$ cat src/rtl/wb_pkg.sv
// Write-back controller shared types and default widths.
// Optional feature macro: WB_FWD_EN (operand forwarding from the load queue).
package wb_pkg;
  localparam int WB_DATA_W = 32;
  localparam int WB_ADDR_W = 5;
  localparam int WB_DEPTH  = 4;

  // One queued load result; live clears when a younger ALU write hits the same register.
  typedef struct packed {
    logic                 live;
    logic [WB_ADDR_W-1:0] addr;
    logic [WB_DATA_W-1:0] data;
  } wb_entry_t;
endpackage

$ cat src/rtl/regfile_wb_ctrl_if.sv
// Bus bundle for the write-back controller: ALU/LSU sources, regfile write port, status.
// Optional feature macro: WB_FWD_EN adds the two forwarding read ports.
interface regfile_wb_ctrl_if import wb_pkg::*; #(
  parameter int DATA_W = WB_DATA_W,
  parameter int ADDR_W = WB_ADDR_W,
  parameter int DEPTH  = WB_DEPTH
);
  localparam int CNT_W = $clog2(DEPTH) + 1;

  logic              alu_valid;
  logic [ADDR_W-1:0] alu_waddr;
  logic [DATA_W-1:0] alu_wdata;
  logic              lsu_valid;
  logic              lsu_ready;
  logic [ADDR_W-1:0] lsu_waddr;
  logic [DATA_W-1:0] lsu_wdata;
  logic              write;
  logic [ADDR_W-1:0] waddr1;
  logic [DATA_W-1:0] din;
  logic [CNT_W-1:0]  wb_pending;
  logic              wb_busy;
`ifdef WB_FWD_EN
  logic [ADDR_W-1:0] fwd_raddr1;
  logic [ADDR_W-1:0] fwd_raddr2;
  logic              fwd_hit1;
  logic              fwd_hit2;
  logic [DATA_W-1:0] fwd_data1;
  logic [DATA_W-1:0] fwd_data2;

  modport master (
    output alu_valid, alu_waddr, alu_wdata, lsu_valid, lsu_waddr, lsu_wdata,
    output fwd_raddr1, fwd_raddr2,
    input  lsu_ready, write, waddr1, din, wb_pending, wb_busy,
    input  fwd_hit1, fwd_hit2, fwd_data1, fwd_data2
  );
  modport slave (
    input  alu_valid, alu_waddr, alu_wdata, lsu_valid, lsu_waddr, lsu_wdata,
    input  fwd_raddr1, fwd_raddr2,
    output lsu_ready, write, waddr1, din, wb_pending, wb_busy,
    output fwd_hit1, fwd_hit2, fwd_data1, fwd_data2
  );
`else
  modport master (
    output alu_valid, alu_waddr, alu_wdata, lsu_valid, lsu_waddr, lsu_wdata,
    input  lsu_ready, write, waddr1, din, wb_pending, wb_busy
  );
  modport slave (
    input  alu_valid, alu_waddr, alu_wdata, lsu_valid, lsu_waddr, lsu_wdata,
    output lsu_ready, write, waddr1, din, wb_pending, wb_busy
  );
`endif
endinterface

$ cat src/rtl/wb_fifo.sv
// Circular load-result queue with per-entry kill on address match.
// Optional feature macro: WB_FWD_EN exposes the storage and read pointer for forwarding.
// The caller only pushes when not full and only pops when not empty.
module wb_fifo import wb_pkg::*; #(
  parameter  int DEPTH = WB_DEPTH,
  localparam int PTR_W = $clog2(DEPTH),
  localparam int CNT_W = PTR_W + 1
) (
  input  logic                 clk,
  input  logic                 rst,
  input  logic                 i_push,
  input  logic [WB_ADDR_W-1:0] i_push_addr,
  input  logic [WB_DATA_W-1:0] i_push_data,
  input  logic                 i_pop,
  input  logic                 i_kill_en,
  input  logic [WB_ADDR_W-1:0] i_kill_addr,
  output wb_entry_t            o_head,
  output logic [CNT_W-1:0]     o_count
`ifdef WB_FWD_EN
  ,
  output wb_entry_t [DEPTH-1:0] o_ents,
  output logic [PTR_W-1:0]      o_rd_ptr
`endif
);
  wb_entry_t [DEPTH-1:0] r_mem;
  logic [PTR_W-1:0]      r_rd;
  logic [PTR_W-1:0]      r_wr;
  logic [CNT_W-1:0]      r_cnt;
  logic                  w_push_live;

  // A push to the same register as the concurrent ALU write is already stale.
  assign w_push_live = !(i_kill_en && (i_push_addr == i_kill_addr));

  // Storage, pointers and occupancy; the push slot is written after the kill sweep.
  always_ff @(posedge clk or negedge rst) begin
    if (!rst) begin
      r_mem <= '0;
      r_rd  <= '0;
      r_wr  <= '0;
      r_cnt <= '0;
    end else begin
      if (i_kill_en) begin
        for (int i = 0; i < DEPTH; i++) begin
          if (r_mem[i].addr == i_kill_addr) r_mem[i].live <= 1'b0;
        end
      end
      if (i_push) begin
        r_mem[r_wr] <= '{live: w_push_live, addr: i_push_addr, data: i_push_data};
        r_wr        <= r_wr + PTR_W'(1);
      end
      if (i_pop) r_rd <= r_rd + PTR_W'(1);
      r_cnt <= r_cnt + CNT_W'(i_push) - CNT_W'(i_pop);
    end
  end

  assign o_head  = r_mem[r_rd];
  assign o_count = r_cnt;
`ifdef WB_FWD_EN
  assign o_ents   = r_mem;
  assign o_rd_ptr = r_rd;
`endif
endmodule

$ cat src/rtl/regfile_wb_ctrl.sv
// Regfile write-port controller: ALU results win the slot, queued loads fill idle slots,
// stale loads are squashed by younger ALU writes to the same register.
// Optional feature macro: WB_FWD_EN adds combinational forwarding from queue and output stage.
// DATA_W/ADDR_W must match the wb_pkg entry widths.
module regfile_wb_ctrl import wb_pkg::*; #(
  parameter int DATA_W = WB_DATA_W,
  parameter int ADDR_W = WB_ADDR_W,
  parameter int DEPTH  = WB_DEPTH
) (
  input  logic             clk,
  input  logic             rst,
  regfile_wb_ctrl_if.slave bus
);
  localparam int PTR_W = $clog2(DEPTH);
  localparam int CNT_W = PTR_W + 1;

  logic              r_rdy_en;
  logic              r_write;
  logic [ADDR_W-1:0] r_waddr1;
  logic [DATA_W-1:0] r_din;
  logic              w_push;
  logic              w_pop;
  logic [CNT_W-1:0]  w_cnt;
  wb_entry_t         w_head;
`ifdef WB_FWD_EN
  wb_entry_t [DEPTH-1:0] w_ents;
  logic [PTR_W-1:0]      w_rd_ptr;
`endif

  // Holds lsu_ready low through reset and until the first edge after release.
  always_ff @(posedge clk or negedge rst) begin
    if (!rst) r_rdy_en <= 1'b0;
    else      r_rdy_en <= 1'b1;
  end

  assign bus.lsu_ready  = r_rdy_en && (w_cnt != CNT_W'(DEPTH));
  assign w_push         = bus.lsu_valid && bus.lsu_ready;
  assign w_pop          = !bus.alu_valid && (w_cnt != '0);
  assign bus.wb_pending = w_cnt;
  assign bus.wb_busy    = (w_cnt != '0);

  wb_fifo #(.DEPTH(DEPTH)) u_fifo (
    .clk        (clk),
    .rst        (rst),
    .i_push     (w_push),
    .i_push_addr(bus.lsu_waddr),
    .i_push_data(bus.lsu_wdata),
    .i_pop      (w_pop),
    .i_kill_en  (bus.alu_valid),
    .i_kill_addr(bus.alu_waddr),
    .o_head     (w_head),
    .o_count    (w_cnt)
`ifdef WB_FWD_EN
    ,
    .o_ents     (w_ents),
    .o_rd_ptr   (w_rd_ptr)
`endif
  );

  // Write-slot arbitration into the registered regfile port; killed heads drain silently.
  always_ff @(posedge clk or negedge rst) begin
    if (!rst) begin
      r_write  <= 1'b0;
      r_waddr1 <= '0;
      r_din    <= '0;
    end else if (bus.alu_valid) begin
      r_write  <= 1'b1;
      r_waddr1 <= bus.alu_waddr;
      r_din    <= bus.alu_wdata;
    end else if (w_pop && w_head.live) begin
      r_write  <= 1'b1;
      r_waddr1 <= w_head.addr;
      r_din    <= w_head.data;
    end else begin
      r_write  <= 1'b0;
      r_waddr1 <= '0;
      r_din    <= '0;
    end
  end

  assign bus.write  = r_write;
  assign bus.waddr1 = r_waddr1;
  assign bus.din    = r_din;

`ifdef WB_FWD_EN
  // Output stage is oldest, then queue entries oldest to youngest; the last match wins.
  function automatic logic [DATA_W:0] fwd_lookup(input logic [ADDR_W-1:0] ra);
    logic              hit;
    logic [DATA_W-1:0] d;
    logic [PTR_W-1:0]  idx;
    hit = 1'b0;
    d   = '0;
    if (r_write && (r_waddr1 == ra)) begin
      hit = 1'b1;
      d   = r_din;
    end
    for (int i = 0; i < DEPTH; i++) begin
      idx = w_rd_ptr + PTR_W'(i);
      if ((CNT_W'(i) < w_cnt) && w_ents[idx].live && (w_ents[idx].addr == ra)) begin
        hit = 1'b1;
        d   = w_ents[idx].data;
      end
    end
    return {hit, d};
  endfunction

  // Combinational forwarding for both decode read ports.
  always_comb begin
    {bus.fwd_hit1, bus.fwd_data1} = fwd_lookup(bus.fwd_raddr1);
    {bus.fwd_hit2, bus.fwd_data2} = fwd_lookup(bus.fwd_raddr2);
  end
`endif
endmodule

$ cat src/flat_wrapper.sv
// flat-port wrapper written by rule: the top's interface ports become plain ports
module regfile_wb_ctrl_flat import wb_pkg::*;
#(
  parameter int DATA_W = WB_DATA_W,
  parameter int ADDR_W = WB_ADDR_W,
  parameter int DEPTH  = WB_DEPTH
)
  (clk, rst, bus_alu_valid, bus_alu_waddr, bus_alu_wdata, bus_lsu_valid, bus_lsu_waddr, bus_lsu_wdata, bus_lsu_ready, bus_write, bus_waddr1, bus_din, bus_wb_pending, bus_wb_busy);
  regfile_wb_ctrl_if #(.DATA_W(DATA_W), .ADDR_W(ADDR_W), .DEPTH(DEPTH)) bus_i ();
  input  logic clk;
  input  logic rst;
  input wire logic [$bits(bus_i.alu_valid)-1:0] bus_alu_valid;
  input wire logic [$bits(bus_i.alu_waddr)-1:0] bus_alu_waddr;
  input wire logic [$bits(bus_i.alu_wdata)-1:0] bus_alu_wdata;
  input wire logic [$bits(bus_i.lsu_valid)-1:0] bus_lsu_valid;
  input wire logic [$bits(bus_i.lsu_waddr)-1:0] bus_lsu_waddr;
  input wire logic [$bits(bus_i.lsu_wdata)-1:0] bus_lsu_wdata;
  output wire logic [$bits(bus_i.lsu_ready)-1:0] bus_lsu_ready;
  output wire logic [$bits(bus_i.write)-1:0] bus_write;
  output wire logic [$bits(bus_i.waddr1)-1:0] bus_waddr1;
  output wire logic [$bits(bus_i.din)-1:0] bus_din;
  output wire logic [$bits(bus_i.wb_pending)-1:0] bus_wb_pending;
  output wire logic [$bits(bus_i.wb_busy)-1:0] bus_wb_busy;
  assign bus_i.alu_valid = bus_alu_valid;
  assign bus_i.alu_waddr = bus_alu_waddr;
  assign bus_i.alu_wdata = bus_alu_wdata;
  assign bus_i.lsu_valid = bus_lsu_valid;
  assign bus_i.lsu_waddr = bus_lsu_waddr;
  assign bus_i.lsu_wdata = bus_lsu_wdata;
  assign bus_lsu_ready = bus_i.lsu_ready;
  assign bus_write = bus_i.write;
  assign bus_waddr1 = bus_i.waddr1;
  assign bus_din = bus_i.din;
  assign bus_wb_pending = bus_i.wb_pending;
  assign bus_wb_busy = bus_i.wb_busy;
  regfile_wb_ctrl #(.DATA_W(DATA_W), .ADDR_W(ADDR_W), .DEPTH(DEPTH)) u_core (.clk(clk), .rst(rst), .bus(bus_i));
endmodule
$ cat config.mk
export PLATFORM = sky130hd
export DESIGN_NAME = regfile_wb_ctrl_flat
export DESIGN_NICKNAME = d
export VERILOG_FILES = /design/src/rtl/wb_pkg.sv /design/src/rtl/regfile_wb_ctrl_if.sv /design/src/rtl/wb_fifo.sv /design/src/rtl/regfile_wb_ctrl.sv /design/src/flat_wrapper.sv
export SDC_FILE = /design/constraint.sdc
export NUM_CORES = 1
export LEC_CHECK = 0
export ABC_AREA = 1
export CAP_MARGIN = 10
export CORE_MARGIN = 2
export CORE_UTILIZATION = 57
export CTS_BUF_LIST = sky130_fd_sc_hd__clkbuf_8
export DETAILED_ROUTE_END_ITERATION = 10
export PLACE_DENSITY = 0.85
export SLEW_MARGIN = 15
export SYNTH_ARGS = -nofsm -noshare
export SYNTH_HDL_FRONTEND = slang
export SYNTH_SLANG_ARGS = --single-unit
$ cat constraint.sdc
create_clock -name clk -period 2.51 [get_ports clk]
set_input_delay 0.502 -clock clk [delete_from_list [all_inputs] [get_ports clk]]
set_output_delay 0.502 -clock clk [all_outputs]
set_load 0.01 [all_outputs]
==> results of run 1 <==
-- final cells by class --
type	count	area, um2	area share (%)
sequential	198	4960	45.3
clock buffer	18	248	2.26
multi-input combinational	795	3540	32.3
timing repair buffer	142	1440	13.2
inverter	106	398	3.63
clock inverter	13	97.6	0.891
tap	216	270	2.47
-- worst min-delay path: cells and delay by family --
family                 cells  cell delay (ns)
and+or+nand+nor            1             0.05
buffers and inverters      2             0.13
-- metal layers --
metal  wire length (um)  vias to the layer above  track usage, %
met5                  0                        -               0
met4                458                        0            10.1
met3               1400                       46            4.55
met2              11200                      258            45.5
met1               9380                     3793            35.7
li1                   -                     3845               -
-- Yosys cell counts --
cell type  instances  area [um2]
a21boi_0           1        7.51
a21oi_1           35         175
buf_1              3        11.3
buf_2             28         140
buf_4              5        37.5
buf_6              4        45.0
clkbuf_1          24        90.1
clkbuf_2           2        10.0
conb_1             1        3.75
dfrtp_1          198        4950
fa_1               1        20.0
ha_1               6        75.1
inv_1            102         383
inv_2              4        15.0
nand2_1          499        1870
nand2_2            1        6.26
nand3_1           43         215
nand4_2            2        25.0
nand4_4            2        42.5
nor2_1            29         109
nor2_2             1        6.26
o211ai_1          37         278
o21ai_0          116         581
o21ai_1           16        80.1
xnor2_1            1        8.76
xor2_1             4        35.0
-- cells by family after synthesis --
group	synth area share (%)
AO/OA/AOI/OAI	12.1
flip-flops	53.7
buffers and inverters	7.93
adder cells (fa/ha/maj)	1.03
XOR/XNOR	0.475
other	0.0406
AND/OR/NAND/NOR	24.7
-- power by group --
group | total, mW | switching (mW) | internal (mW)
logic | 5.10 | 3.07 | 2.03
registers | 5.41 | 0.786 | 4.63
clock network | 1.85 | 1.07 | 0.785
-- final timing paths --
kind                       slack [ns]                            endpoint  depth (start not counted)                                from
hold / removal                   0.25          u_core.bus.write$_DFF_PN0_                          3                       bus_alu_valid
hold reg to reg                  0.48                                flop                          2                                flop
setup / recovery                 0.20                       bus_lsu_ready                          2           u_core.r_rdy_en$_DFF_PN0_
min in group asynchronous        0.51        u_core.bus.din[25]$_DFF_PN0_                          2                                 rst
setup reg to reg                 0.36  u_core.u_fifo.o_count[2]$_DFF_PN0_                         10  u_core.u_fifo.o_count[1]$_DFF_PN0_
max in group asynchronous        1.25        u_core.bus.din[29]$_DFF_PN0_                          3                                 rst
-- through the flow --
stage | worst slack, ns | area (um2) | total power, mW
final | 0.202 | 11000 | 12.4
after global routing | 0.105 | 11000 | 13.3
after CTS | 0.171 | 11000 | 12.4
after detailed placement | 0.338 | 10600 | 10.5
after global placement | 0.370 | 10600 | 10.3
after floorplan | 0.176 | 9230 | 8.79
-- what timing repair did --
item                                   in CTS  in global routing
setup endpoints to repair                   0                  0
resized for setup                           0                  0
endpoints found under the hold margin      40                  0
hold buffers                                1                  0
==> flow_summary.ini, run 1 <==
[status]
status = finished, final reports clean

[die]
initial_core_util_pct = 58.3
die_w_um = 131
dieHeight_um = 131
ioPinCount = 121
core_area_um2 = 15800
core.rowCount = 46
die_area_um2 = 17200

[route]
wl_um = 22500
firstDrtPassIters = 6
drc_errors = 0
ant_nets = 0
initialDrtViolationCount = 871
via_count = 7942
wire_per_inst_um = 15.1
routed_via_density = 5.34

[timing]
maxSlewViolCount = 0
fin_skew_ns = 0.0137
hold_violations = 0
rsz0062_at_grt = no
fin_crit_ns = 2.31
max_slew_margin_pct = 60.9
worst_pin_slew_ns = 0.586
finalCritPeriodShare_pct = 91.9
whs_ns = 0.251
fmax_mhz = 433
setup_viol = 0
setup_tns_ns = 0

[clock_network]
cts_tree = done
cts_buffer_depth = 2
cts_max_level = 4
cts.sinks = 198
clk_pin_slew_worst_paths_ns = 0.10
cts_root_buf = clkbuf_8
cts_buffers = 17
post_cts_buffers = 0
clock_latency_ns = 0.47

[grt]
grt_antenna_before_repair = 0
grt_pass1_vias = 7629
gr-total-overflow = 0
grt_max_degree = 102
grt_usage_pct = 27.1
grt_pass1_wl_um = 37700

[synthesis]
synth_seq_cells = 198
ys_types = 26
synth_area_um2 = 9230
synth.yosys.seq_area_share_pct = 53.7
avgSynthCellArea_um2 = 7.92
ys_warn_count = 0
syn_inst = 1165
synth_fp_nets = 1250

[critical_path]
cp-end-kind = output pin
crit_path_start_kind = flop
worst_path_max_delay_cell = dfrtp_1
crit_chain = a21boi_0 -> clkdlybuf4s50_1
worstPathMaxFanout = 6
path_class = reg2out
cp_num_buf_inv = 1
cp_top_family = flip-flops
crit_path_max_incr_delay_ns = 0.57
cp_data_arrival_time_ns = 1.81
critical_path_required_ns = 2.01

[power_and_ir_drop]
p_leak_nw = 5.55
irDropWorstVdd_mv = 0.584
powerDensity_nw_per_um2 = 1130

[hold_path]
hold_path.class = in2reg

[placed_design]
place_hpwl_um = 14200
portBuffers = 120
globalplace.congestion = 0.886
dp_cells = 1456

[final_layout]
final_common_cell = nand2_1
finalNetCount = 1345
fill_cells = 1254
stdcell_count = 1488
final_cell_mix = nand2_1, dfrtp_1, clkdlybuf4s50_1
final_core_util_pct = 69.2
syn_to_final_growth_pct = 18.7
drive_gt1_share_pct = 4.72
diodes = 0

[flow_run]
maxCapViolCount = 0
Power figures use the tool's default switching activity.
==> run 2, diff against run 1 <==
--- a/config.mk
+++ b/config.mk
@@ -11,6 +11,7 @@
 export CORE_UTILIZATION = 57
 export CTS_BUF_LIST = sky130_fd_sc_hd__clkbuf_8
 export DETAILED_ROUTE_END_ITERATION = 10
+export MAX_ROUTING_LAYER = met4
 export PLACE_DENSITY = 0.85
 export SLEW_MARGIN = 15
 export SYNTH_ARGS = -nofsm -noshare
==> run 2 against run 1 <==
Net effect:
- non-clock buffer count unchanged
- combinational power about the same
- first-iteration DRC count down 4.7%
- clock-buffer cell count unchanged
- largest power group unchanged
- highest routed layer unchanged
==> flow_summary.ini, run 2 (synthesis gave the netlist of run 1 again) <==
[power_and_ir_drop]
switching_share_pct = 39.8
power_frac_seq_pct = 43.8
intPower_mw = 7.44
combPwrFrac_pct = 41.2
irDropWorstVdd_mv = 0.587
p_leak_nw = 5.55
p_sw_mw = 4.92
powerDensity_nw_per_um2 = 1130
clockPowerShare_pct = 14.9
p_total_mw = 12.4

[clock_network]
cts_hold_buf = 1
cts_tree = done
cts_buffers = 17
cts.sinks = 198
cts_buffer_depth = 2
cts_root_buf = clkbuf_8
clk_pin_slew_worst_paths_ns = 0.10
post_cts_buffers = 0
cts_max_level = 4
clock_latency_ns = 0.46
post_cts_resized = 0

[timing]
fin_crit_ns = 2.31
rsz0062_at_grt = no
worst_pin_slew_ns = 0.590
setup_tns_ns = 0
fin_skew_ns = 0.0124
max_slew_margin_pct = 60.6
maxSlewViolCount = 0
setup_viol = 0
hold_violations = 0
setup_slack_ns = 0.198
finalCritPeriodShare_pct = 92.1
fmax_mhz = 433

[grt]
grt_pass1_wl_um = 37700
grt_max_degree = 102
grt_antenna_before_repair = 0
grt_usage_pct = 27.9
grt_pass1_vias = 7621
gr-total-overflow = 0

[critical_path]
cp_data_arrival_time_ns = 1.81
crit_path_start_kind = flop
crit_chain = a21boi_0 -> clkdlybuf4s50_1
critical_path_required_ns = 2.01
cp-end-kind = output pin
worstPathMaxFanout = 6
worst_path_max_delay_cell = dfrtp_1
critPathLaunch = u_core.r_rdy_en$_DFF_PN0_
rr_startpoint = u_core.u_fifo.o_count[1]$_DFF_PN0_
path_class = reg2out
crit_path_max_incr_delay_ns = 0.58

[route]
wl_um = 22500
wire_per_inst_um = 15.1
drc_errors = 0
ant_nets = 0
via_count = 7991
initialDrtViolationCount = 830
routed_via_density = 5.37
firstDrtPassIters = 6

[die]
die_area_um2 = 17200
dieHeight_um = 131
core.rowCount = 46
initial_core_util_pct = 58.3
ioPinCount = 121
core_area_um2 = 15800
die_w_um = 131

[hold_path]
holdCritStartpoint = bus_alu_valid
hold_path.class = in2reg

[placed_design]
portBuffers = 120
pre_cts_slack_ns = 0.338
place_hpwl_um = 14200
globalplace.congestion = 0.900

[status]
status = finished, final reports clean

[final_layout]
final_common_cell = nand2_1
final_cell_mix = nand2_1, dfrtp_1, clkdlybuf4s50_1
finalNetCount = 1345
drive_gt1_share_pct = 4.72
final_core_util_pct = 69.2
syn_to_final_growth_pct = 18.7
fill_cells = 1254
diodes = 0

[flow_run]
maxCapViolCount = 0
==> run 2: cell counts in the layout (fill, tap and decap cells not counted) <==
No cell type changed its count.
==> run 2: path summary, 6_finish.rpt <==
kind	to	slack [ns]	depth (start not counted)
min in group asynchronous	u_core.bus.din[25]$_DFF_PN0_	0.53	2
max	bus_lsu_ready	0.20	2
max in group asynchronous	u_core.bus.waddr1[2]$_DFF_PN0_	1.23	3
max reg2reg	u_core.u_fifo.o_count[2]$_DFF_PN0_	0.37	10
min	u_core.bus.write$_DFF_PN0_	0.25	3
min reg2reg	flop	0.48	2
==> run 2: area by class of cell <==
type	count	area, um2	share of cell area [%]
Sequential cell	198	4960	45.3
Multi-Input combinational cell	795	3540	32.3
Timing Repair Buffer	142	1440	13.2
Inverter	106	398	3.63
Tap cell	216	270	2.47
Clock buffer	18	248	2.26
Clock inverter	13	97.6	0.891
==> run 2: worst max-delay path, delay by kind of cell, from the launching register on <==
family	cells	cell delay, ns
buf+inv	1	0.56
compound gates	1	0.21
flops	1	0.58
==> run 2: power groups by stage <==
stage | logic, mW | registers (mW) | clock network (mW)
2_1_floorplan | 3.51 | 5.28 | 0
3_3_place_gp | 4.87 | 5.38 | 0
3_5_place_dp | 5.05 | 5.45 | 0
4_1_cts | 5.10 | 5.39 | 1.87
5_1_grt | 5.77 | 5.57 | 2.00
6_report | 5.10 | 5.42 | 1.85
==> run 2: stage by stage <==
stage | cell area, um2 | std cells | hold WS [ns]
6_report | 11000 | 1488 | 0.254
5_1_grt | 11000 | 1488 | 0.269
4_1_cts | 11000 | 1488 | 0.235
3_5_place_dp | 10600 | 1456 | 0.454
3_3_place_gp | 10600 | 1456 | 0.456
2_1_floorplan | 9230 | 1165 | 0.206
==> run 2: layer usage <==
metal / track usage, % / vias up / wire length [um]
li1: - / 3840 / -
met1: 35.9 / 3806 / 9530
met2: 45.2 / 294 / 11200
met3: 4.51 / 51 / 1280
met4: 10.1 / 0 / 567
met5: - / - / 0
